## src/rtl/sop_lut_eval_if.sv

```systemverilog
// Stimulus/result bundle for sop_lut_eval: evaluate, serial mask load and sweep handshakes.
// The inv signal exists only when SOP_INVERT_EN is defined.
interface sop_lut_eval_if #(
    parameter int N_IN = 4
);
    logic [N_IN-1:0] in_vec;
    logic            in_valid;
    logic            load_en;
    logic            load_bit;
    logic            sweep_start;
`ifdef SOP_INVERT_EN
    logic            inv;
`endif
    logic            f_out;
    logic            f_valid;
    logic            busy;
    logic            load_done;
    logic            load_err;
    logic            sweep_done;
    logic [N_IN:0]   ones_count;

    modport master (
        output in_vec, in_valid, load_en, load_bit, sweep_start,
`ifdef SOP_INVERT_EN
        output inv,
`endif
        input  f_out, f_valid, busy, load_done, load_err, sweep_done, ones_count
    );

    modport slave (
        input  in_vec, in_valid, load_en, load_bit, sweep_start,
`ifdef SOP_INVERT_EN
        input  inv,
`endif
        output f_out, f_valid, busy, load_done, load_err, sweep_done, ones_count
    );
endinterface

```

## src/rtl/sop_lut_eval.sv

```systemverilog
// Registered N_IN-input sum-of-products evaluator with a serially loaded minterm mask and a
// minterm-count sweep engine. Define SOP_INVERT_EN to add the inv input (POS view).
module sop_lut_eval #(
    parameter int                    N_IN       = 4,
    parameter logic [(1<<N_IN)-1:0]  RESET_MASK = 16'hC4F4
) (
    input  logic          clk,
    input  logic          rst,
    sop_lut_eval_if.slave bus
);
    localparam int D = 1 << N_IN;
    localparam logic [N_IN-1:0] LAST = N_IN'(D - 1);

    typedef enum logic [1:0] {IDLE, LOAD, SWEEP} state_t;

    state_t          state_q, state_d;
    logic [D-1:0]    mask_q, mask_d;
    logic [D-1:0]    shadow_q, shadow_d;
    logic [N_IN-1:0] bit_cnt_q, bit_cnt_d;
    logic [N_IN-1:0] idx_q, idx_d;
    logic [N_IN:0]   acc_q, acc_d;
    logic [N_IN:0]   ones_count_q, ones_count_d;
    logic            inv_q, inv_d;
    logic            f_out_q, f_out_d;
    logic            f_valid_q, f_valid_d;
    logic            load_done_q, load_done_d;
    logic            load_err_q, load_err_d;
    logic            sweep_done_q, sweep_done_d;

    logic            inv_in;
    logic [D-1:0]    shifted;
    logic [N_IN:0]   acc_next;

`ifdef SOP_INVERT_EN
    assign inv_in = bus.inv;
`else
    assign inv_in = 1'b0;
`endif

    assign shifted  = {shadow_q[D-2:0], bus.load_bit};
    // The latched inv turns the sweep into a zero counter for the whole pass.
    assign acc_next = acc_q + {{N_IN{1'b0}}, mask_q[idx_q] ^ inv_q};

    always_comb begin
        state_d      = state_q;
        mask_d       = mask_q;
        shadow_d     = shadow_q;
        bit_cnt_d    = bit_cnt_q;
        idx_d        = idx_q;
        acc_d        = acc_q;
        ones_count_d = ones_count_q;
        inv_d        = inv_q;
        f_out_d      = f_out_q;
        f_valid_d    = 1'b0;
        load_done_d  = 1'b0;
        load_err_d   = 1'b0;
        sweep_done_d = 1'b0;
        case (state_q)
            IDLE: begin
                if (bus.load_en) begin
                    shadow_d  = shifted;
                    bit_cnt_d = N_IN'(1);
                    state_d   = LOAD;
                end else if (bus.sweep_start) begin
                    idx_d   = '0;
                    acc_d   = '0;
                    inv_d   = inv_in;
                    state_d = SWEEP;
                end else if (bus.in_valid) begin
                    f_out_d   = mask_q[bus.in_vec] ^ inv_in;
                    f_valid_d = 1'b1;
                end
            end
            LOAD: begin
                if (bus.load_en) begin
                    if (bit_cnt_q == LAST) begin
                        mask_d      = shifted;
                        shadow_d    = '0;
                        load_done_d = 1'b1;
                        state_d     = IDLE;
                    end else begin
                        shadow_d  = shifted;
                        bit_cnt_d = bit_cnt_q + N_IN'(1);
                    end
                end else begin
                    // A gap in the strobe aborts the load; the live mask is untouched.
                    shadow_d   = '0;
                    load_err_d = 1'b1;
                    state_d    = IDLE;
                end
            end
            SWEEP: begin
                if (idx_q == LAST) begin
                    ones_count_d = acc_next;
                    sweep_done_d = 1'b1;
                    state_d      = IDLE;
                end else begin
                    idx_d = idx_q + N_IN'(1);
                    acc_d = acc_next;
                end
            end
            default: state_d = IDLE;
        endcase
    end

    always_ff @(posedge clk) begin
        if (rst) begin
            state_q      <= IDLE;
            mask_q       <= RESET_MASK;
            shadow_q     <= '0;
            bit_cnt_q    <= '0;
            idx_q        <= '0;
            acc_q        <= '0;
            ones_count_q <= '0;
            inv_q        <= 1'b0;
            f_out_q      <= 1'b0;
            f_valid_q    <= 1'b0;
            load_done_q  <= 1'b0;
            load_err_q   <= 1'b0;
            sweep_done_q <= 1'b0;
        end else begin
            state_q      <= state_d;
            mask_q       <= mask_d;
            shadow_q     <= shadow_d;
            bit_cnt_q    <= bit_cnt_d;
            idx_q        <= idx_d;
            acc_q        <= acc_d;
            ones_count_q <= ones_count_d;
            inv_q        <= inv_d;
            f_out_q      <= f_out_d;
            f_valid_q    <= f_valid_d;
            load_done_q  <= load_done_d;
            load_err_q   <= load_err_d;
            sweep_done_q <= sweep_done_d;
        end
    end

    assign bus.f_out      = f_out_q;
    assign bus.f_valid    = f_valid_q;
    assign bus.busy       = (state_q != IDLE);
    assign bus.load_done  = load_done_q;
    assign bus.load_err   = load_err_q;
    assign bus.sweep_done = sweep_done_q;
    assign bus.ones_count = ones_count_q;
endmodule

```

## src/flat_wrapper.sv

```systemverilog
// flat-port wrapper written by rule: the top's interface ports become plain ports
module sop_lut_eval_flat 
#(
    parameter int                    N_IN       = 4,
    parameter logic [(1<<N_IN)-1:0]  RESET_MASK = 16'hC4F4
)
  (clk, rst, bus_in_vec, bus_in_valid, bus_load_en, bus_load_bit, bus_sweep_start, bus_f_out, bus_f_valid, bus_busy, bus_load_done, bus_load_err, bus_sweep_done, bus_ones_count);
  sop_lut_eval_if #(.N_IN(N_IN)) bus_i ();
  input  logic clk;
  input  logic rst;
  input wire logic [$bits(bus_i.in_vec)-1:0] bus_in_vec;
  input wire logic [$bits(bus_i.in_valid)-1:0] bus_in_valid;
  input wire logic [$bits(bus_i.load_en)-1:0] bus_load_en;
  input wire logic [$bits(bus_i.load_bit)-1:0] bus_load_bit;
  input wire logic [$bits(bus_i.sweep_start)-1:0] bus_sweep_start;
  output wire logic [$bits(bus_i.f_out)-1:0] bus_f_out;
  output wire logic [$bits(bus_i.f_valid)-1:0] bus_f_valid;
  output wire logic [$bits(bus_i.busy)-1:0] bus_busy;
  output wire logic [$bits(bus_i.load_done)-1:0] bus_load_done;
  output wire logic [$bits(bus_i.load_err)-1:0] bus_load_err;
  output wire logic [$bits(bus_i.sweep_done)-1:0] bus_sweep_done;
  output wire logic [$bits(bus_i.ones_count)-1:0] bus_ones_count;
  assign bus_i.in_vec = bus_in_vec;
  assign bus_i.in_valid = bus_in_valid;
  assign bus_i.load_en = bus_load_en;
  assign bus_i.load_bit = bus_load_bit;
  assign bus_i.sweep_start = bus_sweep_start;
  assign bus_f_out = bus_i.f_out;
  assign bus_f_valid = bus_i.f_valid;
  assign bus_busy = bus_i.busy;
  assign bus_load_done = bus_i.load_done;
  assign bus_load_err = bus_i.load_err;
  assign bus_sweep_done = bus_i.sweep_done;
  assign bus_ones_count = bus_i.ones_count;
  sop_lut_eval #(.N_IN(N_IN), .RESET_MASK(RESET_MASK)) u_core (.clk(clk), .rst(rst), .bus(bus_i));
endmodule
```

## config.mk

```make
export PLATFORM = sky130hd
export DESIGN_NAME = sop_lut_eval_flat
export DESIGN_NICKNAME = d
export VERILOG_FILES = /design/src/rtl/sop_lut_eval_if.sv /design/src/rtl/sop_lut_eval.sv /design/src/flat_wrapper.sv
export SDC_FILE = /design/constraint.sdc
export NUM_CORES = 1
export LEC_CHECK = 0
export CORE_MARGIN = 5
export CORE_UTILIZATION = 57
export CTS_CLUSTER_SIZE = 16
export DETAILED_ROUTE_END_ITERATION = 16
export GPL_TIMING_DRIVEN = 0
export PLACE_DENSITY = 0.82
export SKIP_LAST_GASP = 1
export SYNTH_ARGS = -nofsm -noshare
export SYNTH_HDL_FRONTEND = slang
export SYNTH_SLANG_ARGS = --single-unit
```

## constraint.sdc

```tcl
create_clock -name clk -period 2.6 [get_ports clk]
set_input_delay 0.39 -clock clk [delete_from_list [all_inputs] [get_ports clk]]
set_output_delay 0.39 -clock clk [all_outputs]
set_load 0.1 [all_outputs]
```

==> flow_summary.toml <==
[worst_setup_path]
reg2reg_to = "u_core.acc_q[4]$_SDFFE_PP0P_"
path_max_fanout = 9
end_kind = "flop"
required_ns = 2.78
r2r_start = "u_core.idx_q[0]$_SDFFE_PP0P_"
startpoint_type = "flop"
critPathTopFamily = "multiplexers"
cpMostUsedCell = "ha_1"
rr_worst_depth = 10
crit_start = "u_core.idx_q[0]$_SDFFE_PP0P_"
critPathMaxStageDelay_ns = 0.52
worstPathCellList = "clkbuf_4, mux4_2, a22oi_1, nand2_1, ha_1, ha_1, nand3_1, xor2_1, nand2b_1, a21oi_1"
r2r_slack_ns = 0.18
arrival_ns = 2.60
crit_slowest_cell = "mux4_2"
critical_path_class = "reg2reg"
path_depth = 10
cp_num_buf_inv = 1
cp-endpoint = "u_core.acc_q[4]$_SDFFE_PP0P_"

[placed_design]
dp_cells = 343
gp_congestion = 0.8435
post-dp-hpwl_um = 3568
dp_slack_ns = 0.1496
numPortBuffers = 16

[synth]
synth_area_leaders = "dfxtp_1 46%, nand2_1 6.0%, a22oi_1 5.5%"
seq_area_frac_synth_pct = 45.69
synth-main-ff-cell = "dfxtp_1"
yosysWarnings = 0
ys_types = 40
synth_common_cells = "56 x dfxtp_1, 39 x nand2_1, 31 x nor2_1"
syn_inst = 277
synth_nets = 291
synth_area_um2 = 2454
avgSynthCellArea_um2 = 8.858
synth.top_cell.area_share_pct = 45.69
yosysMostFrequentCell = "dfxtp_1"
ys_async_sr_fraction_pct = 0
ys_ff_latch = 56
synth_area_leader_cell = "dfxtp_1"
synth_edf_count = 0

[sta]
clock.fmax_mhz = 413.0
fin_crit_ns = 2.421
final.setup.worst_slack_ns = 0.1789
skew_ns = 0.004807
finalSetupTns_ns = 0
final_hold_viol_count = 0
fin_crit_sh_pct = 93.12
setup_viol = 0
slew_viol_final = 0
rsz0062_at_grt = "false"
tightest_slew_ns = 0.9649
slew-limit-headroom_pct = 35.47

[clock_network]
cts-hold-fix-buffers = 0
clk-insertion-delay-late_ns = 0.31
clkSinkCount = 56
root_buffer = "clkbuf_8"
clk_pin_slew_ns = 0.09
cts_setup_buffers = 0
cts.path.max_buffers = 2
htreeDepth = 2
numCtsBuffers = 5
cts_tree = "yes"

[floorplanning]
ios = 21
die_area_um2 = 5717
fp.dieW_um = 75.61
start_util_pct = 60.04
dieHeight_um = 75.61
coreArea_um2 = 4086
rows = 23

[routing]
num_vias = 1991
viasPerCell = 5.672
drtIter0Drc = 117
drc_errors = 0
drtPass1Iterations = 4
final_antenna_net_count = 0
drt_wl_total_um = 4975
wl_per_cell_um = 14.17

[finish]
synthToLayoutAreaGrowth_pct = 13.67
drive_gt1_share_pct = 7.309
diodes = 0
final_net_count = 314
final_cell_count_no_fill = 351
fillCellCount = 338

[power]
irDropWorstVdd_v = 0.0003767
power_density_nw_per_um2 = 562.2
leakagePower_uw = 0.001030

[global_route]
grt_max_degree = 18
track_usage_pct = 19.25
grt_pass1_vias = 1798
antenna_found_initial = 0
grt_pass1_wl_um = 8314
grt_overflow_total = 0

[run_status]
outcome = "finished, final reports clean"

[min_path]
worstHoldPathType = "in2reg"

[job]
drv_cap = 0
## how the worst min path moves through the flow
stage / from / to / slack [ns] / cells after the start
3_5_place_dp: u_core.shadow_q[8]$_SDFFE_PP0P_ / u_core.mask_q[9]$_SDFFE_PP0P_ / 0.47 / 2
6_report: bus_load_en / u_core.bus.load_err$_SDFF_PP0_ / 0.37 / 2
3_3_place_gp: u_core.mask_q[3]$_SDFFE_PP0P_ / u_core.mask_q[3]$_SDFFE_PP0P_ / 0.46 / 2
5_1_grt: bus_load_en / u_core.bus.load_err$_SDFF_PP0_ / 0.39 / 2
4_1_cts: bus_load_en / u_core.bus.load_err$_SDFF_PP0_ / 0.36 / 2
2_1_floorplan: u_core.shadow_q[14]$_SDFFE_PP0P_ / u_core.mask_q[15]$_SDFFE_PP1P_ / 0.44 / 2
## placed cells by master, fill, tap and decap left out, types with 5 or more instances in the layout
master,instances
buf_2,5
nor2_1,31
a211oi_1,7
nand2_1,39
clkbuf_1,11
nand3_1,8
o21ai_0,6
nand3b_1,10
a21oi_1,16
nor2b_1,7
dfxtp_1,56
mux2i_1,12
clkbuf_8,5
clkdlybuf4s50_1,15
a22oi_1,18
inv_1,7
## metrics by stage
stage               util (%)  area, µm²  power [µW]  hold WS, ns
global placement       65.49       2676        1021       0.4559
global route           68.25       2789        1632       0.3878
finish                 68.25       2789        1568       0.3712
detailed placement     65.49       2676        1023       0.4660
CTS                    68.19       2786        1589       0.3606
floorplan                  -       2454       985.0       0.4384
## logic make-up (layout without fill, tap and decap cells)
kind of cell / after synthesis / after routing / share of synthesized area [%]
and+or+nand+nor: 112 / 112 / 22.08
AOI/OAI and AO/OA: 59 / 59 / 15.96
DFF: 56 / 56 / 45.69
buffers and inverters: 26 / 50 / 4.794
muxes: 15 / 15 / 7.649
xor gates and xnor gates: 5 / 5 / 1.785
adders and majority gates: 4 / 4 / 2.040
## report_power, final
| part | switching [µW] | internal [µW] |
|---|---|---|
| clock | 274 | 291 |
| combinational | 87.5 | 42.5 |
| sequential | 8.30 | 865 |
| total | 369 | 1200 |
## flip-flops by register name, summed over array words and instances, names as in the netlist
register	count
u_core.bus.load_err	1
u_core.acc_q	5
u_core.bus.ones_count	5
u_core.bus.f_out	1
u_core.bus.f_valid	1
u_core.mask_q	16
u_core.bus.load_done	1
u_core.bit_cnt_q	4
u_core.state_q	2
u_core.shadow_q	15
u_core.bus.sweep_done	1
u_core.idx_q	4
## metal layers
layer,track usage (%),vias to the layer above,part of all wire [%]
li1,-,1017,-
met1,24.15,927,46
met2,32.02,40,48
met3,5.145,7,4.6
met4,6.602,0,1.4
met5,0,-,0
## what timing repair did
action                     4_1_cts  5_1_grt
resized for setup                1        1
pin swaps                        0        0
gates cloned                     0        0
setup endpoints to repair        1        1
## cell type report
| class | count | area, µm² | share of cell area [%] |
|---|---|---|---|
| Multi-Input combinational cell | 195 | 1215 | 43.56 |
| Sequential cell | 56 | 1121 | 40.20 |
| Timing Repair Buffer | 16 | 158.9 | 5.698 |
| Buffer | 19 | 93.84 | 3.365 |
| Clock buffer | 6 | 72.57 | 2.602 |
| Tap cell | 50 | 62.56 | 2.243 |
| Clock inverter | 2 | 38.79 | 1.391 |
| Inverter | 7 | 26.28 | 0.9421 |
Power figures use the tool's default switching activity.
